`src/rtl/series_pkg.sv`:
```
// Shared constants and the coefficient helper for the cos(x) series datapath.
package series_pkg;

    localparam int WIDTH_DEF   = 16;
    localparam int FRAC_DEF    = 14;
    localparam int N_TERMS_DEF = 4;
    localparam int ONE         = 1 << FRAC_DEF;

    // round(2^frac/(k+1)): divide at double scale, add one half-LSB, halve.
    function automatic int coef_of(input int k, input int frac);
        int scaled;
        scaled = (32'sd1 << (frac + 1)) / (k + 1);
        return (scaled + 32'sd1) >>> 1;
    endfunction

endpackage

```
`src/rtl/series_datapath_if.sv`:
```
// Strobe bus between the series controller (master) and the datapath (slave).
interface series_datapath_if #(
    parameter int WIDTH = 16
) ();
    logic [WIDTH-1:0] x_in;
    logic             loadx;
    logic             t_init;
    logic             loadt;
    logic             select;
    logic             counter_init;
    logic             enc;
    logic             r_init;
    logic             loadr;
    logic             ci_adder;
    logic             en;
    logic [WIDTH+1:0] result;
    logic             ovf;

    modport master (
        output x_in, loadx, t_init, loadt, select, counter_init, enc,
               r_init, loadr, ci_adder,
        input  en, result, ovf
    );

    modport slave (
        input  x_in, loadx, t_init, loadt, select, counter_init, enc,
               r_init, loadr, ci_adder,
        output en, result, ovf
    );
endinterface

```
`src/rtl/series_coef_rom.sv`:
```
// Combinational lookup of the 1/(k+1) series coefficients; indices past the
// last term read as zero.
module series_coef_rom
    import series_pkg::*;
#(
    parameter int WIDTH   = WIDTH_DEF,
    parameter int FRAC    = FRAC_DEF,
    parameter int N_TERMS = N_TERMS_DEF,
    parameter int CW      = $clog2(2 * N_TERMS + 1)
) (
    input  logic [CW-1:0]    count,
    output logic [WIDTH-1:0] coef
);
    localparam int DEPTH = 1 << CW;

    logic [WIDTH-1:0] rom_s [0:DEPTH-1];

    for (genvar k = 0; k < DEPTH; k++) begin : g_coef
        if (k < 2 * N_TERMS) begin : g_used
            localparam logic [31:0] FULL = 32'(coef_of(k, FRAC));
            assign rom_s[k] = FULL[WIDTH-1:0];
        end else begin : g_zero
            assign rom_s[k] = '0;
        end
    end

    assign coef = rom_s[count];
endmodule

```
`src/rtl/series_datapath.sv`:
```
// Register-transfer datapath for the alternating cos(x) series: x, term t,
// running sum r and term counter, each updated only by controller strobes.
module series_datapath
    import series_pkg::*;
#(
    parameter int WIDTH   = WIDTH_DEF,
    parameter int FRAC    = FRAC_DEF,
    parameter int N_TERMS = N_TERMS_DEF
) (
    input  logic            clk,
    input  logic            rst,
    series_datapath_if.slave bus
);
    localparam int CW = $clog2(2 * N_TERMS + 1);
    localparam logic [CW-1:0]    LAST    = CW'(2 * N_TERMS);
    localparam logic [WIDTH-1:0] ONE_T   = WIDTH'(1) << FRAC;
    localparam logic [WIDTH+1:0] ONE_R   = (WIDTH + 2)'(1) << FRAC;
    localparam logic [WIDTH+1:0] R_MAX   = {1'b0, {(WIDTH + 1){1'b1}}};
    localparam logic [WIDTH+1:0] R_MIN   = {1'b1, {(WIDTH + 1){1'b0}}};

    logic [WIDTH-1:0]   x_r;
    logic [WIDTH-1:0]   t_r;
    logic [WIDTH+1:0]   r_r;
    logic [CW-1:0]      count_r;
    logic               ovf_r;

    logic [WIDTH-1:0]   coef_s;
    logic [WIDTH-1:0]   operand_s;
    logic [2*WIDTH-1:0] prod_s;
    logic [2*WIDTH-1:0] quot_s;
    logic [WIDTH-1:0]   t_mul_s;
    logic [WIDTH+2:0]   sum_s;
    logic [WIDTH+1:0]   r_add_s;
    logic               sat_s;

    series_coef_rom #(
        .WIDTH   (WIDTH),
        .FRAC    (FRAC),
        .N_TERMS (N_TERMS),
        .CW      (CW)
    ) u_rom (
        .count (count_r),
        .coef  (coef_s)
    );

    // Saturating fixed-point multiply of t by x or the current coefficient.
    always_comb begin
        operand_s = x_r;
        if (bus.select) begin
            operand_s = coef_s;
        end else begin
            operand_s = x_r;
        end
        prod_s = {{WIDTH{1'b0}}, t_r} * {{WIDTH{1'b0}}, operand_s};
        quot_s = prod_s >> FRAC;
        if (|quot_s[2*WIDTH-1:WIDTH]) begin
            t_mul_s = '1;
        end else begin
            t_mul_s = quot_s[WIDTH-1:0];
        end
    end

    // Saturating add/subtract of the zero-extended term into the signed sum;
    // one guard bit catches leaving the signed WIDTH+2 range.
    always_comb begin
        if (bus.ci_adder) begin
            sum_s = {r_r[WIDTH+1], r_r} - {3'b000, t_r};
        end else begin
            sum_s = {r_r[WIDTH+1], r_r} + {3'b000, t_r};
        end
        sat_s = (sum_s[WIDTH+2] != sum_s[WIDTH+1]);
        if (!sat_s) begin
            r_add_s = sum_s[WIDTH+1:0];
        end else if (sum_s[WIDTH+2]) begin
            r_add_s = R_MIN;
        end else begin
            r_add_s = R_MAX;
        end
    end

    // Strobe-driven register updates; init strobes win over their load strobes.
    always_ff @(posedge clk or posedge rst) begin
        if (rst) begin
            x_r     <= '0;
            t_r     <= '0;
            r_r     <= '0;
            count_r <= '0;
            ovf_r   <= 1'b0;
        end else begin
            if (bus.loadx) begin
                x_r <= bus.x_in;
            end
            if (bus.t_init) begin
                t_r <= ONE_T;
            end else if (bus.loadt) begin
                t_r <= t_mul_s;
            end
            if (bus.r_init) begin
                r_r   <= ONE_R;
                ovf_r <= 1'b0;
            end else if (bus.loadr) begin
                r_r <= r_add_s;
                if (sat_s) begin
                    ovf_r <= 1'b1;
                end
            end
            if (bus.counter_init) begin
                count_r <= '0;
            end else if (bus.enc && (count_r != LAST)) begin
                count_r <= count_r + CW'(1);
            end
        end
    end

    assign bus.en     = (count_r < LAST);
    assign bus.result = r_r;
    assign bus.ovf    = ovf_r;
endmodule
```
`src/flat_wrapper.sv`:
```
// flat-port wrapper written by rule: the top's interface ports become plain ports
module series_datapath_flat import series_pkg::*;
#(
    parameter int WIDTH   = WIDTH_DEF,
    parameter int FRAC    = FRAC_DEF,
    parameter int N_TERMS = N_TERMS_DEF
)
  (clk, rst, bus_x_in, bus_loadx, bus_t_init, bus_loadt, bus_select, bus_counter_init, bus_enc, bus_r_init, bus_loadr, bus_ci_adder, bus_en, bus_result, bus_ovf);
  series_datapath_if #(.WIDTH(WIDTH)) bus_i ();
  input  logic clk;
  input  logic rst;
  input wire logic [$bits(bus_i.x_in)-1:0] bus_x_in;
  input wire logic [$bits(bus_i.loadx)-1:0] bus_loadx;
  input wire logic [$bits(bus_i.t_init)-1:0] bus_t_init;
  input wire logic [$bits(bus_i.loadt)-1:0] bus_loadt;
  input wire logic [$bits(bus_i.select)-1:0] bus_select;
  input wire logic [$bits(bus_i.counter_init)-1:0] bus_counter_init;
  input wire logic [$bits(bus_i.enc)-1:0] bus_enc;
  input wire logic [$bits(bus_i.r_init)-1:0] bus_r_init;
  input wire logic [$bits(bus_i.loadr)-1:0] bus_loadr;
  input wire logic [$bits(bus_i.ci_adder)-1:0] bus_ci_adder;
  output wire logic [$bits(bus_i.en)-1:0] bus_en;
  output wire logic [$bits(bus_i.result)-1:0] bus_result;
  output wire logic [$bits(bus_i.ovf)-1:0] bus_ovf;
  assign bus_i.x_in = bus_x_in;
  assign bus_i.loadx = bus_loadx;
  assign bus_i.t_init = bus_t_init;
  assign bus_i.loadt = bus_loadt;
  assign bus_i.select = bus_select;
  assign bus_i.counter_init = bus_counter_init;
  assign bus_i.enc = bus_enc;
  assign bus_i.r_init = bus_r_init;
  assign bus_i.loadr = bus_loadr;
  assign bus_i.ci_adder = bus_ci_adder;
  assign bus_en = bus_i.en;
  assign bus_result = bus_i.result;
  assign bus_ovf = bus_i.ovf;
  series_datapath #(.WIDTH(WIDTH), .FRAC(FRAC), .N_TERMS(N_TERMS)) u_core (.clk(clk), .rst(rst), .bus(bus_i));
endmodule
```
`config.mk`:
```
export PLATFORM = sky130hd
export DESIGN_NAME = series_datapath_flat
export DESIGN_NICKNAME = d
export VERILOG_FILES = /design/src/rtl/series_pkg.sv /design/src/rtl/series_datapath_if.sv /design/src/rtl/series_coef_rom.sv /design/src/rtl/series_datapath.sv /design/src/flat_wrapper.sv
export SDC_FILE = /design/constraint.sdc
export NUM_CORES = 1
export LEC_CHECK = 0
export BUFFER_PORTS_ARGS = -buffer_cell sky130_fd_sc_hd__buf_2
export CAP_MARGIN = 40
export CORE_MARGIN = 3
export CORE_UTILIZATION = 55
export CTS_BUF_LIST = sky130_fd_sc_hd__clkbuf_4 sky130_fd_sc_hd__clkbuf_8
export CTS_CLUSTER_DIAMETER = 40
export CTS_CLUSTER_SIZE = 14
export DETAILED_ROUTE_END_ITERATION = 8
export PLACE_DENSITY = 0.72
export SYNTH_ARGS = -nofsm -noshare
export SYNTH_HDL_FRONTEND = slang
export SYNTH_SLANG_ARGS = --single-unit
```
`constraint.sdc`:
```
create_clock -name clk -period 8.7 [get_ports clk]
set_clock_uncertainty 0.05 [all_clocks]
set_input_delay 0.87 -clock clk [delete_from_list [all_inputs] [get_ports clk]]
set_output_delay 0.87 -clock clk [all_outputs]
set_load 0.05 [all_outputs]
```
==> metrics.md, run 1 <==
| Metric | Value |
|---|---|
| Tot Pwr | `3.85 mW` |
| Post_cts resized | `0` |
| TritonCTS buffer count | `5` |
| Post-DP HPWL | `23100 um` |
| Drc violations | `0` |
| Post-CTS Setup Bufs | `0` |
| Final nets | `1753` |
| Flop2flop setup slack | `1.31 ns` |
| Clk slew on worst S/H paths | `0.11 ns` |
| Hold Crit Class | `reg2reg` |
| Power Dens Cells | `298 nW/um^2` |
| Critical Path Start Type | `input port` |
| Num ports | `47` |
| Clk pwr share | `4.0%` |
| CTS Buffer Depth | `2` |
| Drt wl/cell | `17.2 um` |
| Critical Path RT | `8.88 ns` |
| Total track usage | `25.4%` |
| Peak supply drop | `225 uV` |
| Fmax | `0.132 GHz` |
| CP Capture Type | `flop` |
| Antenna violation net count after detailed routing | `0` |
| Hold_buf cts | `0` |
| Final Worst Setup Slack | `1.14 ns` |
| Yosys cell types | `79` |
| Die footprint | `24100 sq um` |
| R2R depth | `28` |
| Initial antenna violation count | `0` |
| Grt total ovfl | `0` |
| Layout area overhead | `5.27%` |
| Combinational share of power | `83.3%` |
| Mapped Nets | `1748` |
| Vias | `9510` |
| Part of the power in registers | `12.7%` |
| Arr. time, crit path | `7.74 ns` |
| PortBufs | `46` |
| Setup WS pre-CTS | `0.860 ns` |
| Slew margin rel. | `36.3%` |
| Syn_area_per_cell | `8.72 sq um` |
| Layout cells sized above 1 | `8.30%` |
| First-pass GRT wire length | `49800 um` |
| Synth area leaders | `fa_1 (32%), ha_1 (13%), dfrtp_1 (11%), inv_1 (8.2%), nand2_1 (4.9%)` |
| Mapped Cells | `1403` |
| Post-layout minimum cycle time | `7.56 ns` |
| Synth top cells by count | `inv_1 (268), fa_1 (194), nand2_1 (160)` |
| Synthesized cell area | `12200 sq um` |
| Yosys top cell by area | `fa_1` |
| Crit-path max FO | `26` |
| RSZ-0062 raised after global routing | `false` |
| Switch share | `56.0%` |
| CTS tree | `built` |
| Largest net degree at the start of global routing | `56` |
| Pins over their slew limit | `0` |
| Worst hold start | `u_core.x_r[5]` |
| Site Rows | `53` |
| Num Clock Sinks | `55` |
| Setup violations, final | `0` |
| Static Leakage | `6.36 nW` |
| Worst Tran Pin Value | `0.956 ns` |
| Most numerous cell in the Yosys netlist | `inv_1` |
| Clk root buf | `clkbuf_8` |
| Worst hold path depth | `1` |
| DR pass1 iterations | `5` |
| Post-synth top area share | `31.7%` |
| Sw Pwr | `2.15 mW` |
| H-Tree Depth | `2` |
| Hold Crit Endpoint | `u_core.x_r[5]` |
| First DRT Iteration DRCs | `545` |
| Die W | `155 um` |
| DRT Wirelength | `29000 um` |
| Crit Reg-Reg Endpoint | `u_core.t_r[2]` |
| Seq cells post-synth | `55` |
| Synth warnings | `0` |
| Fraction of registers with async set/reset | `100%` |
| Core region area | `21400 sq um` |
| Vias in the first global route | `10031` |
| Critical R2R Launch | `u_core.count_r[0]` |
| Total internal power | `1.69 mW` |
| Die height | `155 um` |
| Final Hold Viols | `0` |
| Tcrit/Tclk final | `86.9%` |
| Outcome | `complete, no violations` |
| Clock insertion delay at the later pin of the skew report | `0.32 ns` |
| # fillers | `1899` |
| Crit Path Class | `in2reg` |
| Top FF cell, synth | `dfrtp_1` |
| Initial Utilization | `57.1%` |
| Max_cap viols | `0` |
| Gpl congestion | `0.896` |
| Setup TNS | `0 ns` |
| Number of flops mapped to enable cells by yosys | `0` |
| Sequential fraction of the synthesis area | `11.2%` |
| DR vias/cell | `5.64` |
[power by group through the flow]
stage	registers (mW)	logic (mW)	clock network (mW)
finish	0.488	3.20	0.154
global route	0.497	3.63	0.169
CTS	0.485	3.22	0.157
detailed placement	0.491	3.19	0
global placement	0.541	3.02	0
floorplan	0.468	2.44	0
[metrics by stage]
step	util, %	hold WS [ns]	cells	area (sq um)
3_3_place_gp	59.0	0.442	1667	12600
2_1_floorplan	-	0.423	1403	12200
5_1_grt	60.1	0.488	1684	12900
4_1_cts	60.1	0.470	1684	12900
6_report	60.2	0.463	1685	12900
3_5_place_dp	59.7	0.443	1676	12800
[cells by family (layout without fill, tap and decap cells)]
group | Yosys count | in the layout | share of synthesized area (%)
AO/OA/AOI/OAI | 185 | 185 | 11.0
XOR/XNOR | 48 | 48 | 3.56
adder cells (fa/ha/maj) | 319 | 319 | 44.5
buffers and inverters | 340 | 346 | 10.7
flip-flops | 55 | 55 | 11.2
multiplexers | 9 | 9 | 0.797
other | 0 | 1 | 0
AND/OR/NAND/NOR | 447 | 447 | 18.3
[how the worst max path moves through the flow]
stage,start,to,depth (start not counted)
detailed placement,bus_select,u_core.t_r[3],25
CTS,bus_select,u_core.t_r[2],25
global route,bus_select,u_core.t_r[4],25
floorplan,bus_select,u_core.t_r[8],24
global placement,bus_select,u_core.t_r[8],24
finish,bus_select,u_core.t_r[2],25
[worst max-delay path, cell delays in order]
cell,delay (ns)
buf_2,0.37
nand2b_1,0.22
or2_2,0.34
o21ai_1,0.08
buf_4,0.26
nand2_1,0.13
fa_1,0.58
inv_1,0.06
fa_1,0.56
fa_1,0.43
fa_1,0.46
fa_1,0.49
inv_1,0.05
fa_1,0.49
inv_1,0.05
ha_1,0.38
nand3_1,0.14
nor3_1,0.33
nand2_1,0.18
o31ai_1,0.31
nor3_1,0.10
nor4_2,0.37
nor2_2,0.04
buf_4,0.21
a211oi_1,0.21
[cells in the final DEF (no fill, tap or decap), drive strengths merged, types with 6 or more instances in the layout]
master	netlist	layout
a21o	7	7
nand2b	13	13
nor2b	34	34
a21oi	44	44
and2	92	92
o21ai	36	36
a211oi	22	22
nand2	160	160
dfrtp	55	55
a31oi	12	12
fa	194	194
nor3	23	23
o22ai	6	6
inv	268	268
mux2	6	6
a221o	17	17
xor2	11	11
ha	124	124
nor2	73	73
xnor2	37	37
nand3	14	14
nand4	8	8
buf	11	70
[flip-flops by register name, summed over array words and instances (netlist names)]
register           count
u_core.count_r         4
u_core.bus.result     18
u_core.bus.ovf         1
u_core.t_r            16
u_core.x_r            16
[area by class of cell]
class	count	area (sq um)	share of cell area, %
Multi-Input combinational cell	1008	9570	74.3
Sequential cell	55	1380	10.7
Inverter	268	1010	7.81
Timing Repair Buffer	70	495	3.85
Tap cell	275	344	2.67
Clock buffer	5	68.8	0.534
Clock inverter	3	25.0	0.194
Antenna cell	1	2.50	0.0194
[layer usage]
layer	vias up	track usage (%)	part of all wire, %
li1	4442	-	-
met1	4751	34.6	44
met2	255	42.6	48
met3	62	2.70	4.6
met4	0	9.00	4.0
met5	-	0	0
Power figures use the tool's default switching activity.
==> inputs of run 2 (changes only) <==
==> constraint.sdc (replaced) <==
create_clock -name clk -period 8.7 [get_ports clk]
set_clock_uncertainty 0.05 [all_clocks]
set_input_delay 2.175 -clock clk [delete_from_list [all_inputs] [get_ports clk]]
set_output_delay 2.175 -clock clk [all_outputs]
set_load 0.05 [all_outputs]
==> metrics.md, run 2 (same netlist as run 1, synthesis figures left out) <==
| Metric | Value |
|---|---|
| PortBufs | `46 (unchanged)` |
| Drt wl/cell | `17.1 um (-0.39%)` |
| Die W | `155 um (unchanged)` |
| Die footprint | `24100 sq um (unchanged)` |
| Fmax | `0.118 GHz (-10%)` |
| Die height | `155 um (unchanged)` |
| Clk root buf | `clkbuf_8` |
| # fillers | `1840 (-3.1%)` |
| Area of the multi-input gates | `9580 sq um (about the same)` |
| Antenna violation net count after detailed routing | `0 (unchanged)` |
| Grt total ovfl | `0 (unchanged)` |
| Worst Tran Pin Value | `0.958 ns (+0.00207 ns)` |
| Layout area overhead | `9.11%` |
| Sw Pwr | `2.22 mW (+2.9%)` |
| DP Area | `13200 sq um (+3.0%)` |
| H-Tree Depth | `2 (unchanged)` |
| Area taken by flip-flops and latches | `1380 sq um (unchanged)` |
| Slew margin rel. | `36.1% (-0.14 points)` |
| Setup WS pre-CTS | `-0.322 ns (-1.18 ns)` |
| Clock insertion delay at the later pin of the skew report | `0.33 ns (about the same)` |
| Largest net degree at the start of global routing | `46 (-18%)` |
| Final instance area | `13400 sq um (+3.6%)` |
| Combinational share of power | `84.0% (+0.7 points)` |
| Vias in the first global route | `10152 (+1.2%)` |
| Most frequent cells in the layout | `inv_1 (267), fa_1 (194), nand2_1 (160)` |
| Core Util, Final | `62.4% (+2.2 points)` |
| DR pass1 iterations | `5 (unchanged)` |
| Post-DP HPWL | `24100 um (+4.2%)` |
| Critical Path Start Type | `input port` |
| Crit-path max FO | `10 (-62%)` |
| Outcome | `complete, no violations` |
| Num ports | `47 (unchanged)` |
| Core region area | `21400 sq um (unchanged)` |
| Site Rows | `53 (unchanged)` |
| Final nets | `1805 (+3.0%)` |
| DR vias/cell | `5.59 (-1.0%)` |
| DRT Wirelength | `29800 um (+2.7%)` |
| CP Capture Type | `flop` |
| Initial antenna violation count | `2 (+2)` |
| Num Clock Sinks | `55 (unchanged)` |
| Post-layout minimum cycle time | `8.45 ns (+0.883 ns)` |
| Clk pwr share | `4.0% (about the same)` |
| Initial Utilization | `57.1% (unchanged)` |
| CTS tree | `built` |
| Drc violations | `0 (unchanged)` |
| First DRT Iteration DRCs | `418 (-23%)` |
| Vias | `9711 (+2.1%)` |
| Part of the power in registers | `12.0% (-0.7 points)` |
| Gpl congestion | `0.897 (+0.12%)` |
| Critical Path RT | `8.88 ns (about the same)` |
| Setup violations, final | `0 (unchanged)` |
| Total internal power | `1.89 mW (+11%)` |
| Crit Path Class | `in2reg` |
| Peak supply drop | `239 uV (+6.3%)` |
| Max_cap viols | `0 (unchanged)` |
| Arr. time, crit path | `8.62 ns (+0.88 ns)` |
| Power Dens Cells | `307 nW/um^2 (+2.9%)` |
| TritonCTS buffer count | `5 (unchanged)` |
| Tcrit/Tclk final | `97.1% (+10 points)` |
| Clk slew on worst S/H paths | `0.11 ns (about the same)` |
| Static Leakage | `6.65 nW (+4.5%)` |
| Layout cells sized above 1 | `11.6% (+3.3 points)` |
| Switch share | `54.0% (-2.0 points)` |
| Hold Crit Class | `reg2reg` |
| Total track usage | `26.0% (+0.57 points)` |
| CTS Buffer Depth | `2 (unchanged)` |
| Largest register FFs | `18 (unchanged)` |
| Final Hold Viols | `0 (unchanged)` |
| Final Worst Setup Slack | `0.254 ns (-0.883 ns)` |
| Leading cell type in the layout, fill and taps excluded | `inv_1` |
| First-pass GRT wire length | `51000 um (+2.2%)` |
| Pins over their slew limit | `0 (unchanged)` |
run 2: changes by cell type in the layout (fill, tap and decap cells not counted), moves of 2 or more:
| cell | change |
|---|---|
| buf_12 | +7 |
| buf_4 | +47 |
| clkinv_4 | -2 |
| o21ai_1 | +2 |
| o21ai_2 | -2 |
run 2: final timing paths:
check,from,to,slack [ns],depth (start not counted)
setup / recovery,bus_select,u_core.t_r[8],0.25,26
hold / removal,u_core.x_r[5],u_core.x_r[5],0.47,1
setup reg to reg,u_core.count_r[0],u_core.t_r[8],1.27,29
hold reg to reg,u_core.x_r[5],u_core.x_r[5],0.47,1
max in group asynchronous,rst,u_core.t_r[2],6.06,3
min in group asynchronous,rst,u_core.x_r[2],1.69,2
run 2: timing repair:
item | CTS | global route
endpoints found under the setup margin | 0 | 14
hold buffers | 0 | 0
gates resized for setup | 0 | 4
buffers inserted | 0 | 2
run 2: per-layer routing:
metal  global-route usage (%)  routed length (um)
met5                        0                   0
met4                     7.50                 943
met3                     3.12                1200
met2                     44.6               14900
met1                     34.9               12800
run 2: power groups by stage:
stage                     registers, mW  logic [mW]  clock network [mW]
after floorplan                   0.468        2.44                   0
after global placement            0.532        3.23                   0
after detailed placement          0.503        3.37                   0
after CTS                         0.497        3.41               0.168
after global routing              0.502        3.90               0.179
final                             0.492        3.45               0.165
run 2: worst max-delay path, stage by stage:
cell and delay [ns]:
buf_2 0.16, nand2b_1 0.08, or2_2 0.30, o21ai_0 0.23, buf_4 0.29, and2_1 0.17
fa_1 0.41, inv_1 0.08, fa_1 0.43, fa_1 0.52, inv_1 0.07, fa_1 0.49
fa_1 0.50, inv_1 0.05, fa_1 0.47, inv_1 0.05, ha_1 0.28, nand2_1 0.05
a211oi_1 0.42, buf_4 0.21, nand4bb_1 0.16, a211oi_1 0.30, nor4_2 0.09, buf_4 0.16
or2_2 0.28, o21a_1 0.21
run 2: final cells by class:
cell class / instances / area share [%]
flip-flops and latches: 55 / 10.3
repair buffers: 122 / 7.08
well taps: 275 / 2.58
multi-input cells: 1008 / 71.7
inverters: 268 / 7.53
clock buffers: 6 / 0.618
diodes: 2 / 0.0375
clock inverters: 2 / 0.141
run 2: metrics by stage:
| step | TNS [ns] | cells | hold WS [ns] | power [mW] |
|---|---|---|---|---|
| 2_1_floorplan | 0 | 1403 | 0.423 | 2.90 |
| 3_3_place_gp | -2.22 | 1719 | 0.435 | 3.77 |
| 3_5_place_dp | -4.25 | 1725 | 0.446 | 3.87 |
| 4_1_cts | 0 | 1733 | 0.471 | 4.07 |
| 5_1_grt | -0.000179 | 1738 | 0.487 | 4.58 |
| 6_report | 0 | 1738 | 0.469 | 4.10 |
==> inputs of run 3 (changes only) <==
Settings changed: SYNTH_HIERARCHICAL from default to 1.
==> metrics.md, run 3 <==
| Metric | Value |
|---|---|
| Die height | `154 um (-0.80%)` |
| Num ports | `47 (unchanged)` |
| Fraction of registers with async set/reset | `100% (unchanged)` |
| Initial Utilization | `56.6% (-0.60 points)` |
| PortBufs | `46 (unchanged)` |
| Yosys top cell by area | `fa_1` |
| Area taken by flip-flops and latches | `1380 sq um (unchanged)` |
| Post-synth top area share | `32.3% (+0.53 points)` |
| Setup violations, final | `0 (unchanged)` |
| Post-DP HPWL | `24200 um (+0.23%)` |
| Grt total ovfl | `0 (unchanged)` |
| Yosys cell types | `66 (-16%)` |
| DR pass1 iterations | `7 (+2)` |
| Synth top cells by count | `inv_1 (233), fa_1 (194), nand2_1 (150)` |
| CTS tree | `built` |
| Clk slew on worst S/H paths | `0.11 ns (about the same)` |
| Largest net degree at the start of global routing | `56 (+22%)` |
| Drt wl/cell | `18.3 um (+6.9%)` |
| DRT Wirelength | `29900 um (+0.42%)` |
| Outcome | `complete, no violations` |
| Syn_area_per_cell | `9.02 sq um (+3.4%)` |
| Final Worst Setup Slack | `0.241 ns (-0.0132 ns)` |
| Die W | `154 um (-0.80%)` |
| Crit Path Class | `in2reg` |
| Final Hold Viols | `0 (unchanged)` |
| CP Capture Type | `flop` |
| RSZ-0062 raised after global routing | `false` |
| Sequential fraction of the synthesis area | `11.4% (+0.19 points)` |
| Num Clock Sinks | `55 (unchanged)` |
| Most frequent cells in the layout | `inv_1 (232), fa_1 (194), nand2_1 (150)` |
| Arr. time, crit path | `8.62 ns (about the same)` |
| Leading cell type in the layout, fill and taps excluded | `inv_1` |
| Core Util, Final | `59.8% (-2.5 points)` |
| Total track usage | `26.3% (+0.34 points)` |
| Mapped Cells | `1335 (-4.8%)` |
| Setup WS pre-CTS | `-0.0989 ns (+0.223 ns)` |
| Vias | `9288 (-4.4%)` |
| Core region area | `21300 sq um (-0.62%)` |
| Critical Path RT | `8.86 ns (-0.02 ns)` |
| DR vias/cell | `5.69 (+1.9%)` |
| Clk root buf | `clkbuf_8` |
| First DRT Iteration DRCs | `665 (+59%)` |
| Gpl congestion | `0.902 (+0.55%)` |
| Fmax | `0.118 GHz (-0.16%)` |
| Largest register FFs | `18 (unchanged)` |
| Post-layout minimum cycle time | `8.46 ns (+0.0132 ns)` |
| Drc violations | `0 (unchanged)` |
| Hold Crit Class | `reg2reg` |
| First-pass GRT wire length | `50100 um (-1.7%)` |
| Most numerous cell in the Yosys netlist | `inv_1` |
| Area of the multi-input gates | `9500 sq um (-0.81%)` |
| Synth area leaders | `fa_1 (32%), ha_1 (13%), dfrtp_1 (11%), inv_1 (7.3%), nand2_1 (4.7%)` |
| Layout area overhead | `5.82%` |
| Layout cells sized above 1 | `9.95% (-1.6 points)` |
| CTS Buffer Depth | `2 (unchanged)` |
| Mapped Nets | `1681 (-3.8%)` |
| Vias in the first global route | `9936 (-2.1%)` |
| # fillers | `1875 (+1.9%)` |
| Initial antenna violation count | `0 (-2)` |
| Min Hold Slack | `0.485 ns (+0.0163 ns)` |
| Synthesized cell area | `12000 sq um (-1.7%)` |
| Top FF cell, synth | `dfrtp_1` |
| Max_cap viols | `0 (unchanged)` |
| Critical Path Start Type | `input port` |
| Tcrit/Tclk final | `97.2% (+0.15 points)` |
| Slew margin rel. | `37.4% (+1.3 points)` |
| Crit-path max FO | `16 (+6)` |
| TritonCTS buffer count | `5 (unchanged)` |
| Worst Tran Pin Value | `0.939 ns (-0.0188 ns)` |
| Number of flops mapped to enable cells by yosys | `0 (unchanged)` |
| Synth warnings | `6 (+6)` |
| Seq cells post-synth | `55 (unchanged)` |
| Clock insertion delay at the later pin of the skew report | `0.34 ns (about the same)` |
| Post-CTS Setup Bufs | `0 (unchanged)` |
| Final nets | `1702 (-5.7%)` |
| Antenna violation net count after detailed routing | `0 (unchanged)` |
| Site Rows | `53 (unchanged)` |
| Die footprint | `23700 sq um (-1.6%)` |
| Diode count | `0 (-2)` |
| Pins over their slew limit | `0 (unchanged)` |
| H-Tree Depth | `2 (unchanged)` |
-- run 3: kinds of logic after synthesis --
logic type	Yosys count	share of synthesized area, %
simple gates	402	16.3
xor+xnor	53	3.92
flops	55	11.4
mux	39	3.55
fa+ha+maj	321	45.4
other cells	1	0.0312
compound gates	166	9.58
buf+inv	298	9.75
-- run 3: critical path: stages --
cell and delay (ns):
buf_2 0.22, buf_4 0.18, mux2_2 0.48, and2_1 0.24, fa_1 0.51, fa_1 0.56
ha_1 0.14, inv_1 0.05, fa_1 0.48, inv_1 0.06, fa_1 0.46, fa_1 0.48
ha_1 0.35, a21o_1 0.20, a211o_1 0.30, a311oi_2 0.50, o41ai_4 0.20, or4_1 0.42
a21oi_1 0.15, o21ai_1 0.08, nor2_2 0.14, buf_12 0.16, a211oi_1 0.08
-- run 3: area by class of cell --
type                       instances  share of cell area (%)
sequential                        55                    10.8
multi-input combinational        982                    74.6
timing repair buffer              79                    4.28
clock inverter                     1                  0.0688
tap                              275                    2.70
inverter                         233                    6.87
clock buffer                       7                   0.707
-- run 3: final timing paths --
kind / startpoint / end / slack [ns] / cells after the start
max: bus_select / u_core/t_r[5] / 0.24 / 23
min: u_core/x_r[11] / u_core/x_r[11] / 0.49 / 1
max reg2reg: u_core/count_r[1] / u_core/t_r[5] / 1.44 / 28
min reg2reg: u_core/x_r[11] / u_core/x_r[11] / 0.49 / 1
max in group asynchronous: rst / u_core/t_r[9] / 6.12 / 3
min in group asynchronous: rst / u_core/x_r[4] / 1.99 / 3
-- run 3: per-layer routing --
layer	vias to the layer above	track usage, %	part of all wire (%)
met3	75	2.79	6.2
met4	0	9.80	3.3
met1	4646	34.4	40
met2	313	45.4	51
li1	4254	-	-
met5	-	0	0
-- run 3: metrics by stage --
step	instances	instance area, sq um	TNS (ns)
6_report	1632	12700	0
5_1_grt	1632	12700	0
4_1_cts	1632	12700	0
3_5_place_dp	1624	12600	-1.08
2_1_floorplan	1335	12000	0
3_3_place_gp	1622	12600	0
-- run 3: timing repair --
item	4_1_cts	5_1_grt
setup endpoints to repair	0	16
endpoints found under the hold margin	0	0
hold buffers	0	0
resized for setup	0	1
Power of run 3 is not shown: default switching activity piles up to over one toggle a cycle in this logic, so the estimate is an artifact.
